## src/rtl/ring_phase_decoder.sv

```systemverilog
// ring_phase_decoder
//
// Receives the q vector of a one-hot ring counter, checks that every sample is
// one-hot and that consecutive samples follow the ring's rotation order
// (the 1 moves from bit i to bit i-1, and from bit 0 to bit WIDTH-1), decodes
// the active bit to a binary phase index and counts completed rotations.
// Downstream logic should trust index only while locked is high.
//
// Ports:
//   clk          rising-edge clock
//   reset        synchronous, active-high reset (priority over sample_en)
//   sample_en    ring_in is taken on a rising edge only when this is 1
//   ring_in      one-hot ring state from the ring counter
//   index        bit position of the 1 in the last locked sample
//   locked       1 while the tracker is in LOCKED
//   step_err     one-cycle pulse: legal one-hot but wrong successor while LOCKED
//   illegal_err  one-cycle pulse: sampled ring_in not one-hot
//   rot_count    completed rotations while LOCKED, modulo 2^ROT_W
module ring_phase_decoder #(
    parameter int WIDTH      = 4,
    parameter int LOCK_COUNT = 2,
    parameter int ROT_W      = 8
) (
    input  logic                     clk,
    input  logic                     reset,
    input  logic                     sample_en,
    input  logic [WIDTH-1:0]         ring_in,
    output logic [$clog2(WIDTH)-1:0] index,
    output logic                     locked,
    output logic                     step_err,
    output logic                     illegal_err,
    output logic [ROT_W-1:0]         rot_count
);

    localparam int IDX_W = $clog2(WIDTH);

    typedef enum logic [1:0] {
        ST_SEARCH = 2'd0,
        ST_TRACK  = 2'd1,
        ST_LOCKED = 2'd2
    } state_t;

    // True when exactly one bit is set: non-zero and clearing the lowest set bit leaves nothing.
    function automatic logic is_one_hot(input logic [WIDTH-1:0] v);
        logic [WIDTH-1:0] lowest_cleared;
        lowest_cleared = v & (v - {{(WIDTH-1){1'b0}}, 1'b1});
        return (v != '0) && (lowest_cleared == '0);
    endfunction

    // Position of the set bit; only meaningful for a one-hot argument.
    function automatic logic [IDX_W-1:0] one_hot_pos(input logic [WIDTH-1:0] v);
        logic [IDX_W-1:0] pos;
        pos = '0;
        for (int i = 0; i < WIDTH; i++) begin
            if (v[i]) begin
                pos = IDX_W'(i);
            end else begin
                pos = pos;
            end
        end
        return pos;
    endfunction

    state_t           state_q, state_d;
    logic [WIDTH-1:0] prev_q, prev_d;
    logic [3:0]       good_cnt_q, good_cnt_d;
    logic [IDX_W-1:0] index_q, index_d;
    logic             locked_q, locked_d;
    logic             step_err_q, step_err_d;
    logic             illegal_err_q, illegal_err_d;
    logic [ROT_W-1:0] rot_count_q, rot_count_d;

    logic             legal_s;
    logic             is_expected_s;
    logic             is_repeat_s;
    logic [WIDTH-1:0] expected_s;
    logic [3:0]       good_inc_s;

    // Sample classification against the previous accepted ring value.
    always_comb begin
        expected_s    = {prev_q[0], prev_q[WIDTH-1:1]};
        legal_s       = is_one_hot(ring_in);
        is_expected_s = legal_s && (ring_in == expected_s);
        is_repeat_s   = legal_s && (ring_in == prev_q);
        good_inc_s    = good_cnt_q + 4'd1;
    end

    // Next-state and output computation; everything holds unless a sample is taken.
    always_comb begin
        state_d       = state_q;
        prev_d        = prev_q;
        good_cnt_d    = good_cnt_q;
        index_d       = index_q;
        rot_count_d   = rot_count_q;
        step_err_d    = 1'b0;
        illegal_err_d = 1'b0;

        if (sample_en) begin
            case (state_q)
                ST_SEARCH: begin
                    if (legal_s) begin
                        prev_d     = ring_in;
                        good_cnt_d = 4'd0;
                        state_d    = ST_TRACK;
                    end else begin
                        illegal_err_d = 1'b1;
                    end
                end
                ST_TRACK: begin
                    if (!legal_s) begin
                        illegal_err_d = 1'b1;
                        good_cnt_d    = 4'd0;
                        state_d       = ST_SEARCH;
                    end else if (is_expected_s) begin
                        prev_d = ring_in;
                        if (good_inc_s == 4'(LOCK_COUNT)) begin
                            good_cnt_d = 4'd0;
                            index_d    = one_hot_pos(ring_in);
                            state_d    = ST_LOCKED;
                        end else begin
                            good_cnt_d = good_inc_s;
                        end
                    end else if (is_repeat_s) begin
                        // Stalled counter: no progress, no error.
                        state_d = ST_TRACK;
                    end else begin
                        // Legal jump while not yet locked restarts the run silently.
                        prev_d     = ring_in;
                        good_cnt_d = 4'd0;
                    end
                end
                ST_LOCKED: begin
                    if (!legal_s) begin
                        illegal_err_d = 1'b1;
                        good_cnt_d    = 4'd0;
                        state_d       = ST_SEARCH;
                    end else if (is_expected_s) begin
                        prev_d  = ring_in;
                        index_d = one_hot_pos(ring_in);
                        // Leaving bit 0 means the 1 wrapped to the top: one full turn done.
                        if (prev_q[0]) begin
                            rot_count_d = rot_count_q + ROT_W'(1);
                        end else begin
                            rot_count_d = rot_count_q;
                        end
                    end else if (is_repeat_s) begin
                        state_d = ST_LOCKED;
                    end else begin
                        step_err_d = 1'b1;
                        prev_d     = ring_in;
                        good_cnt_d = 4'd0;
                        state_d    = ST_TRACK;
                    end
                end
                default: begin
                    good_cnt_d = 4'd0;
                    state_d    = ST_SEARCH;
                end
            endcase
        end else begin
            state_d = state_q;
        end

        locked_d = (state_d == ST_LOCKED);
    end

    // State and output registers with synchronous reset.
    always_ff @(posedge clk) begin
        if (reset) begin
            state_q       <= ST_SEARCH;
            prev_q        <= '0;
            good_cnt_q    <= 4'd0;
            index_q       <= '0;
            locked_q      <= 1'b0;
            step_err_q    <= 1'b0;
            illegal_err_q <= 1'b0;
            rot_count_q   <= '0;
        end else begin
            state_q       <= state_d;
            prev_q        <= prev_d;
            good_cnt_q    <= good_cnt_d;
            index_q       <= index_d;
            locked_q      <= locked_d;
            step_err_q    <= step_err_d;
            illegal_err_q <= illegal_err_d;
            rot_count_q   <= rot_count_d;
        end
    end

    assign index       = index_q;
    assign locked      = locked_q;
    assign step_err    = step_err_q;
    assign illegal_err = illegal_err_q;
    assign rot_count   = rot_count_q;

endmodule

```

## config.mk

```make
export PLATFORM = sky130hd
export DESIGN_NAME = ring_phase_decoder
export DESIGN_NICKNAME = d
export VERILOG_FILES = /design/src/rtl/ring_phase_decoder.sv
export SDC_FILE = /design/constraint.sdc
export NUM_CORES = 1
export LEC_CHECK = 0
export CORE_ASPECT_RATIO = 1.4
export CORE_UTILIZATION = 40
export DETAILED_ROUTE_END_ITERATION = 7
export GPL_TIMING_DRIVEN = 0
export PLACE_DENSITY_LB_ADDON = 0.2
export SYNTH_ARGS = -nofsm -noshare
export SYNTH_HDL_FRONTEND = slang
export SYNTH_SLANG_ARGS = --single-unit
```

## constraint.sdc

```tcl
create_clock -name clk -period 4.73 [get_ports clk]
set_clock_uncertainty 0.2 [all_clocks]
set_input_delay 0.946 -clock clk [delete_from_list [all_inputs] [get_ports clk]]
set_output_delay 0.946 -clock clk [all_outputs]
set_load 0.03 [all_outputs]
```

==> results.sh <==
export IMPL_drt_iter0_drc=47
export IMPL_post_route_period_util=0.630
export IMPL_nets=201
export IMPL_hold_viol=0
export IMPL_cp_end_kind="flop"
export IMPL_place_ws_ns=1.57
export IMPL_p_clk_frac=0.339
export IMPL_synth_top_area_share=0.314
export IMPL_yosysWarnings=0
export IMPL_wirelength_mm=3.25
export IMPL_port_buffers=14
export IMPL_critPathKind="input pin to flop"
export IMPL_route_antenna_remaining_nets=0
export IMPL_fill_cells=347
export IMPL_dieArea_um2=3910
export IMPL_p_sw_mw=0.0988
export IMPL_startpoint_type="input pin"
export IMPL_total_leakage_power_nw=0.602
export IMPL_syn_num_nets=182
export IMPL_netlist_area_um2=1470
export IMPL_critPathLaunch="ring_in[2]"
export IMPL_hpwl_mm=2.45
export IMPL_wire_per_inst_um=14.4
export IMPL_setup_viol=0
export IMPL_seq_area_frac_synth=0.314
export IMPL_postSynthCellCount=168
export IMPL_synth_compound_area_frac=0.223
export IMPL_rsz0062_at_grt="false"
export IMPL_antennaDiodeCount=0
export IMPL_synth_top_family_by_area="compound AO/OA/AOI/OAI gates"
export IMPL_cap_viol_max_count=0
export IMPL_die_h_um=73.6
export IMPL_path_clk_slew_ns=0.08
export IMPL_yosys_most_used_dff="dfxtp_1"
export IMPL_timing_rr_start="good_cnt_q[0]$_SDFFE_PP0P_"
export IMPL_drcViolationCount=0
export IMPL_gp_congestion=0.864
export IMPL_core_um2=3440
export IMPL_synthArstFlopShare=0
export IMPL_numCtsBuffers=3
export IMPL_netSwitchingFraction=0.266
export IMPL_ys_ff_latch=23
export IMPL_cts_hold_buf=0
export IMPL_synthAdderAreaFrac=0.0598
export IMPL_fin_util=0.495
export IMPL_antenna_found_initial=0
export IMPL_pin_count=20
export IMPL_clock_latency_ns=0.27
export IMPL_grt_overflow=0
export IMPL_ys_top_cells_by_count="dfxtp_1 (23), nor2_1 (17), a21oi_1 (11)"
export IMPL_grt_max_degree=14
export IMPL_cts_tree="done"
export IMPL_status="finished clean"
export IMPL_synth_xor_area_frac=0.0956
export IMPL_synth_simple_gate_area_frac=0.206
export IMPL_area_growth_pct=16.1
export IMPL_power_frac_seq=0.531
export IMPL_grt_pass1_vias=1273
export IMPL_setup_slack_ns=1.75
export IMPL_h_tree_depth=1
export IMPL_powerDensity_nw_per_um2=218
export IMPL_power_mw=0.372
export IMPL_p_int_mw=0.273
export IMPL_slew_violations=0
export IMPL_grt_pass1_wl_mm=5.66
export IMPL_cts_setup_buffers=0
export IMPL_muxShareOfSynthArea=0.0487
export IMPL_drtPass1Iterations=4
export IMPL_setup_tns_ns=0
export IMPL_syn_mean_instance_area_um2=8.72
export IMPL_max_freq_mhz=336
export IMPL_critPathArrivalTime_ns=2.97
export IMPL_cts_root_buf="clkbuf_8"
export IMPL_relSlewSlack=0.379
export IMPL_clock_sinks=23
export IMPL_cts_resized=0
export IMPL_cp_max_fo=9
export IMPL_drive_gt1_frac=0.0806
export IMPL_hp_start="rot_count[7]$_SDFFE_PP0P_"
export IMPL_vias_per_cell=5.66
export IMPL_clk_path_buf_depth=2
export IMPL_period_minus_slack_ns=2.98
export IMPL_p_comb_frac=0.130
export IMPL_synth_edf_count=0
export IMPL_synth_cell_type_count=46
export IMPL_die_w_um=53.2
export IMPL_cp_required_ns=4.73
export IMPL_synth_area_leader_cell="dfxtp_1"
export IMPL_track_usage=0.192
export IMPL_num_rows=25
export IMPL_start_util=0.426
export IMPL_yosys_top_cells_area="dfxtp_1 (31%), ha_1 (6.0%), xnor2_1 (6.0%), nor2_1 (4.4%), mux2i_1 (4.1%)"
export IMPL_hold_path_class="flop to flop"
export IMPL_tightestPinTransition_ns=0.919
export IMPL_vias=1279
export IMPL_yosys_cell_count_top_type="dfxtp_1"
export IMPL_max_vdd_ir_drop_uv=194
==> power by group through the flow <==
stage	registers, mW	clock network (mW)	logic (mW)
final	0.197	0.126	0.0484
after global routing	0.198	0.136	0.0538
after CTS	0.198	0.133	0.0483
after detailed placement	0.202	0	0.0478
after global placement	0.202	0	0.0470
after floorplan	0.203	0	0.0370
==> kinds of logic after synthesis <==
family | Yosys count
simple gates | 56
compound gates | 42
flops | 23
buf+inv | 17
xor+xnor | 16
mux | 7
fa+ha+maj | 7
==> metrics by stage <==
stage | cell area, um2 | hold WS [ns] | cells
after floorplan | 1470 | 0.285 | 168
after global placement | 1660 | 0.298 | 222
after detailed placement | 1660 | 0.299 | 222
after CTS | 1700 | 0.331 | 226
after global routing | 1700 | 0.352 | 226
final | 1700 | 0.327 | 226
==> path summary, 6_finish.rpt <==
path | cells after the start | slack (ns) | end
setup / recovery | 6 | 1.75 | good_cnt_q[1]$_SDFFE_PP0P_
hold / removal | 2 | 0.33 | rot_count[7]$_SDFFE_PP0P_
setup reg to reg | 7 | 2.31 | locked$_SDFF_PP0_
hold reg to reg | 2 | 0.33 | rot_count[7]$_SDFFE_PP0P_
==> worst max-delay path, stage by stage <==
cell,delay (ns)
buf_2,0.16
nor4b_1,0.82
o21ai_1,0.32
o221ai_2,0.35
o21ai_0,0.19
o22ai_1,0.18
==> state kept, by name (all words and copies together), names as in the netlist <==
name         flops
state_q          2
illegal_err      1
rot_count        8
good_cnt_q       4
locked           1
index            2
prev_q           4
step_err         1
==> cell type report <==
cell class	count	area, um2	area share
buffer	8	43.8	0.0257
clock buffer	3	41.3	0.0243
clock inverter	1	5.00	0.00294
inverter	9	33.8	0.0199
multi-input combinational	128	927	0.545
sequential	23	460	0.271
tap	40	50.0	0.0294
timing repair buffer	14	140	0.0824
==> per-layer routing <==
metal	vias to the layer above	routed length (um)	global-route usage
li1	650	-	-
met1	599	1400	0.217
met2	26	1730	0.359
met3	4	74	0.0269
met4	0	40	0.0614
met5	-	0	0
==> layout by cell type, fill, tap and decap left out, drive strengths merged, types with 2 or more instances in the layout <==
master and instances:
and4 2, a311oi 2, and2 3, mux2i 6, clkdlybuf4s50 14, ha 7, nand3 2, clkbuf 7
and3 3, xnor2 10, o22ai 2, xor2 6, dfxtp 23, buf 4, nand4 7, nand3b 2
o31a 2, inv 9, o221ai 3, a21oi 11, o21ai 9, a2111o 2, o211ai 2, nand2b 2
nand2 11, o2111a 2, nor3 3, nor2 17
No activity file was read; power rests on OpenSTA's default activity.
